--- config.mk ---
export PLATFORM = sky130hd
export DESIGN_NAME = uart_tx_fifo_core
export DESIGN_NICKNAME = d
export VERILOG_FILES = /design/src/rtl/uart_pkg.sv /design/src/rtl/uart_tx_fifo.sv /design/src/rtl/uart_tx_fifo_core.sv
export SDC_FILE = /design/constraint.sdc
export NUM_CORES = 1
export LEC_CHECK = 0
export CORE_MARGIN = 1
export CORE_UTILIZATION = 55
export CTS_CLUSTER_DIAMETER = 40
export DETAILED_ROUTE_END_ITERATION = 12
export PLACE_DENSITY_LB_ADDON = 0.12
export SYNTH_ARGS = -nofsm -noshare
export SYNTH_HDL_FRONTEND = slang
export SYNTH_HIERARCHICAL = 1
export SYNTH_SLANG_ARGS = --single-unit
--- constraint.sdc ---
create_clock -name clk -period 3.2 [get_ports clk]
set_input_delay 0.64 -clock clk [delete_from_list [all_inputs] [get_ports clk]]
set_output_delay 0.64 -clock clk [all_outputs]
set_load 0.03 [all_outputs]
--- src/rtl/uart_pkg.sv ---
// Shared types and line-level constants for the buffered UART transmitter.
package uart_pkg;

  typedef enum logic [2:0] {
    IDLE   = 3'd0,
    START  = 3'd1,
    DATA   = 3'd2,
    PARITY = 3'd3,
    STOP   = 3'd4
  } uart_state_t;

  localparam logic LINE_IDLE = 1'b1;
  localparam logic START_BIT = 1'b0;

endpackage

--- src/rtl/uart_tx_fifo.sv ---
// Synchronous FIFO with registered occupancy; push while full and pop while empty are ignored.
module uart_tx_fifo #(
  parameter int WIDTH = 8,
  parameter int DEPTH = 4
) (
  input  logic                           clk,
  input  logic                           rst_n,
  input  logic                           push,
  input  logic [WIDTH-1:0]               wdata,
  input  logic                           pop,
  output logic [WIDTH-1:0]               rdata,
  output logic                           full,
  output logic                           empty,
  output logic [$clog2(DEPTH+1)-1:0]     count
);
  localparam int AW = $clog2(DEPTH);
  localparam int CW = $clog2(DEPTH+1);

  logic [WIDTH-1:0] mem [DEPTH];
  logic [AW-1:0]    wptr, rptr;
  logic             do_push, do_pop;

  assign full    = (count == CW'(DEPTH));
  assign empty   = (count == '0);
  assign do_push = push && !full;
  assign do_pop  = pop && !empty;
  assign rdata   = mem[rptr];

  always_ff @(posedge clk) begin
    if (do_push) mem[wptr] <= wdata;
  end

  // Pointers are exactly log2(DEPTH) wide, so they wrap without compare logic.
  always_ff @(posedge clk or negedge rst_n) begin
    if (!rst_n) begin
      wptr  <= '0;
      rptr  <= '0;
      count <= '0;
    end else begin
      if (do_push) wptr <= wptr + 1'b1;
      if (do_pop)  rptr <= rptr + 1'b1;
      case ({do_push, do_pop})
        2'b10:   count <= count + 1'b1;
        2'b01:   count <= count - 1'b1;
        default: ;
      endcase
    end
  end

endmodule

--- src/rtl/uart_tx_fifo_core.sv ---
// Buffered UART transmitter: FIFO-fed, LSB-first, baud_tick paced, back-to-back frames.
// Define UART_TX_PARITY_EN to compile in the parity bit (PARITY_ODD selects odd parity).
module uart_tx_fifo_core
  import uart_pkg::*;
#(
  parameter int DATA_BITS  = 8,
  parameter int STOP_BITS  = 1,
  parameter int PARITY_ODD = 0,
  parameter int FIFO_DEPTH = 4
) (
  input  logic                              clk,
  input  logic                              rst_n,
  input  logic                              baud_tick,
  input  logic [DATA_BITS-1:0]              in_data,
  input  logic                              in_valid,
  output logic                              in_ready,
  output logic                              uart_tx,
  output logic                              busy,
  output logic                              done,
  output logic [$clog2(FIFO_DEPTH+1)-1:0]   fifo_count
);
  localparam int CW = $clog2(DATA_BITS);
  localparam logic [CW-1:0] LAST_BIT  = CW'(DATA_BITS - 1);
  localparam logic          STOP_LAST = 1'(STOP_BITS - 1);

  if (DATA_BITS < 5 || DATA_BITS > 9 || STOP_BITS < 1 || STOP_BITS > 2 ||
      PARITY_ODD < 0 || PARITY_ODD > 1 || FIFO_DEPTH < 2 ||
      (FIFO_DEPTH & (FIFO_DEPTH - 1)) != 0) begin : g_bad_param
    $error("uart_tx_fifo_core: illegal parameter set");
  end

  uart_state_t          state;
  logic [DATA_BITS-1:0] shift, fifo_rdata;
  logic [CW-1:0]        bit_cnt;
  logic                 stop_cnt;
  logic                 fifo_full, fifo_empty;
  logic                 frame_end, pop;
`ifdef UART_TX_PARITY_EN
  logic                 par;
`endif

  // A pop only happens on a tick that starts a frame: from IDLE or at the end of the last stop bit.
  assign frame_end = (state == STOP) && (stop_cnt == STOP_LAST);
  assign pop       = baud_tick && !fifo_empty && ((state == IDLE) || frame_end);
  assign in_ready  = !fifo_full;

  uart_tx_fifo #(.WIDTH(DATA_BITS), .DEPTH(FIFO_DEPTH)) u_fifo (
    .clk   (clk),
    .rst_n (rst_n),
    .push  (in_valid),
    .wdata (in_data),
    .pop   (pop),
    .rdata (fifo_rdata),
    .full  (fifo_full),
    .empty (fifo_empty),
    .count (fifo_count)
  );

  always_ff @(posedge clk or negedge rst_n) begin
    if (!rst_n) begin
      state    <= IDLE;
      shift    <= '0;
      bit_cnt  <= '0;
      stop_cnt <= 1'b0;
      uart_tx  <= LINE_IDLE;
      busy     <= 1'b0;
      done     <= 1'b0;
`ifdef UART_TX_PARITY_EN
      par      <= 1'b0;
`endif
    end else begin
      done <= 1'b0;
      if (baud_tick) begin
        case (state)
          START: begin
            state   <= DATA;
            bit_cnt <= '0;
            uart_tx <= shift[0];
          end
          DATA: begin
            if (bit_cnt == LAST_BIT) begin
`ifdef UART_TX_PARITY_EN
              state    <= PARITY;
              uart_tx  <= par;
`else
              state    <= STOP;
              stop_cnt <= 1'b0;
              uart_tx  <= LINE_IDLE;
`endif
            end else begin
              shift   <= shift >> 1;
              uart_tx <= shift[1];
              bit_cnt <= bit_cnt + 1'b1;
            end
          end
`ifdef UART_TX_PARITY_EN
          PARITY: begin
            state    <= STOP;
            stop_cnt <= 1'b0;
            uart_tx  <= LINE_IDLE;
          end
`endif
          STOP: begin
            if (frame_end) begin
              done  <= 1'b1;
              state <= IDLE;
              busy  <= 1'b0;
            end else begin
              stop_cnt <= stop_cnt + 1'b1;
            end
          end
          default: ;
        endcase
        // Loading the next word overrides the IDLE fallback so frames abut.
        if (pop) begin
          state   <= START;
          shift   <= fifo_rdata;
          uart_tx <= START_BIT;
          busy    <= 1'b1;
`ifdef UART_TX_PARITY_EN
          par     <= (^fifo_rdata) ^ 1'(PARITY_ODD);
`endif
        end
      end
    end
  end

endmodule

==> flow_metrics.tcl <==
set metrics [dict create \
    pwr-share-comb_pct 30.9 \
    syn2layout_area_growth_pct 18.0 \
    report.final.slew_viol_count 0 \
    clk_pin_slew_ns 0.07 \
    ys.warnings.count 6 \
    multiInputGateArea_um2 808 \
    final_cell_mix "edfxtp_1, dfrtp_1, clkdlybuf4s50_1" \
    synth.distinct_cells 36 \
    ys_seq_area_share_pct 64.1 \
    r2r-end "u_fifo/count[2]" \
    routabilityCongestion 0.800 \
    rsz0062_at_grt "no" \
    path_buf_inv 3 \
    cts_resized 0 \
    min_path_type "flop to flop" \
    antenna_found_initial 0 \
    period_share_pct 84.1 \
    post-dp-hpwl_um 2880 \
    clk_path_buf_depth 2 \
    crit_required_ns 3.45 \
    grt_max_degree 26 \
    post_cts_buffers 0 \
    synth_flop_cell "edfxtp_1" \
    cp_cell_sequence "clkdlybuf4s50_1 -> nand2b_1 -> a2111o_1 -> inv_1 -> o31a_2 -> ha_1 -> inv_1 -> fa_1 -> xor2_1 -> nor2_1 -> xor2_1" \
    fmax_mhz 371 \
    cts-root-buf "clkbuf_8" \
    htree_levels 3 \
    initial_utilization_pct 56.9 \
    final_common_cell "edfxtp_1" \
    die_h_um 69.1 \
    dieWidth_um 69.1 \
    cts_hold_buf 0 \
    post-route-drc-count 0 \
    port_buffers 18 \
    r2r_slack_ns 0.67 \
    skew_ns 0.00648 \
    io_pins 19 \
    crit_fanout 5 \
    setup_viol 0 \
    power_leakage_nw 1.14 \
    dieArea_um2 4780 \
    wl_per_cell_um 17.4 \
    clock_sinks 57 \
    ir_drop_mv 0.549 \
    slowest_delay_ns 0.48 \
    crit_path_end_kind "flop" \
    first_global_vias 1563 \
    numCtsBuffers 9 \
    critPathArrivalTime_ns 2.94 \
    hold_violations 0 \
    fin_nets 210 \
    synth.avg_cell_area_um2 15.0 \
    final_antenna_net_count 0 \
    drive_gt1_share_pct 18.5 \
    yosysTopAreaCellShare_pct 38.8 \
    num_rows 24 \
    cts_tree "done" \
    crit_slowest_cell "clkdlybuf4s50_1" \
    tightest_slew_ns 0.594 \
    crit_family "buffers and inverters" \
    worstSetupPathType "input pin to flop" \
    rr_worst_depth 10 \
    yosysTopAreaCell "edfxtp_1" \
    whs_ns 0.479 \
    syn_inst 165 \
    clkLatencyLatePin_ns 0.32 \
    totalWireLength_um 4310 \
    syn_nets 185 \
    period_minus_slack_ns 2.69 \
    whs_path_depth 2 \
    core_um2 4350 \
    cp-start-kind "input pin" \
    seq_area_um2 1590 \
    diodes 0 \
    synth_edf_count 32 \
    grt_overflow_total 0 \
    outcome "finished clean" \
    slew_headroom_pct 60.4 \
    initialDrtViolationCount 157 \
    cap_violations 0 \
    hp-start "uart_tx" \
    p_sw_mw 0.915 \
    tns_ns 0 \
    p_sw_share_pct 32.5 \
    track_usage_pct 20.9 \
    r2r-start "state[0]" \
    netlist_area_um2 2480 \
    seqPwrFrac_pct 43.8 \
    min_to "uart_tx" \
    grt_pass1_wl_um 7490 \
    vias_per_cell 5.77 \
    intPower_mw 1.90 \
    synth-seq-cells 57 \
    synth-async-reset-ratio_pct 43.9 \
    power.density_nw_per_um2 964 \
    synth_area_leaders "edfxtp_1, dfrtp_1, mux4_2" \
    vias 1424 \
    pwr-share-clk_pct 25.3 \
    n_fill_cell 304 \
    dr.pass1.iters 4 \
]
==> worst register-to-register path: stages, from the launching register on <==
cell,delay (ns)
dfrtp_1,0.49
nand2b_1,0.27
a2111o_1,0.40
inv_1,0.08
o31a_2,0.18
ha_1,0.19
inv_1,0.07
fa_1,0.37
xor2_1,0.15
nor2_1,0.11
xor2_1,0.15
==> flip-flops by register name, summed over array words and instances (netlist names) <==
signal        cells
bit_cnt           3
busy              1
done              1
shift             8
state             3
stop_cnt          1
u_fifo/count      3
u_fifo/mem       32
u_fifo/rptr       2
u_fifo/wptr       2
uart_tx           1
==> cells in the mapped netlist, types with 2 or more instances <==
library cell   n
xor2_1         3
dfrtp_1       24
nand3b_1       2
o21ai_0        8
and3_2         4
a2bb2oi_1      7
mux4_2         8
edfxtp_1      32
xnor2_1        3
o22ai_1        7
nor2_1         3
nor3_1         3
nand2b_1       4
inv_1         13
ha_1           7
a22o_1         6
nand2_1        6
mux2i_1        2
buf_2          4
nor2b_1        3
==> how the worst max path moves through the flow <==
stage / from / end / cells after the start
after detailed placement: baud_tick / u_fifo/count[2] / 11
final: baud_tick / u_fifo/count[2] / 11
after floorplan: u_fifo/count[0] / u_fifo/count[2] / 11
after global routing: baud_tick / u_fifo/count[2] / 11
after CTS: baud_tick / u_fifo/count[2] / 11
after global placement: baud_tick / u_fifo/count[2] / 11
==> power by group through the flow <==
stage	logic (mW)	registers, mW	clock network [mW]
final	0.871	1.24	0.713
after global routing	0.970	1.27	0.761
after CTS	0.877	1.23	0.728
after detailed placement	0.870	1.25	0
after global placement	0.831	1.23	0
after floorplan	0.657	1.19	0
==> per-layer routing <==
| metal | global-route usage, % | vias to the layer above | share of wire [%] |
|---|---|---|---|
| met3 | 7.75 | 5 | 4.1 |
| met5 | 0 | - | 0 |
| met4 | 7.94 | 0 | 0.67 |
| met1 | 26.7 | 713 | 43 |
| met2 | 32.9 | 37 | 52 |
| li1 | - | 669 | - |
==> logic make-up (layout without fill, tap and decap cells) <==
| kind of cell | count (synthesis) | count (layout) | synth area share [%] |
|---|---|---|---|
| mux | 12 | 12 | 9.14 |
| fa+ha+maj | 8 | 8 | 4.34 |
| compound gates | 34 | 34 | 10.4 |
| buf+inv | 20 | 50 | 3.28 |
| simple gates | 28 | 28 | 6.62 |
| flops | 57 | 57 | 64.1 |
| xor+xnor | 6 | 6 | 2.12 |
==> stage by stage <==
step	util (%)	std cells	worst slack [ns]	total power, mW	cell area (um2)
finish	67.2	247	0.507	2.82	2920
global route	67.2	247	0.368	3.00	2920
CTS	67.2	247	0.519	2.84	2920
detailed placement	62.3	231	0.199	2.12	2710
global placement	62.3	231	0.277	2.06	2710
floorplan	-	165	0.608	1.84	2480
==> area by class of cell <==
type                       count  area share [%]
clock inverter                 5            2.74
multi-input combinational     88            27.6
inverter                      13            1.67
sequential                    57            54.3
timing repair buffer          21            6.93
clock buffer                  11            4.49
tap                           52            2.23
No activity file was read; power rests on OpenSTA's default activity.
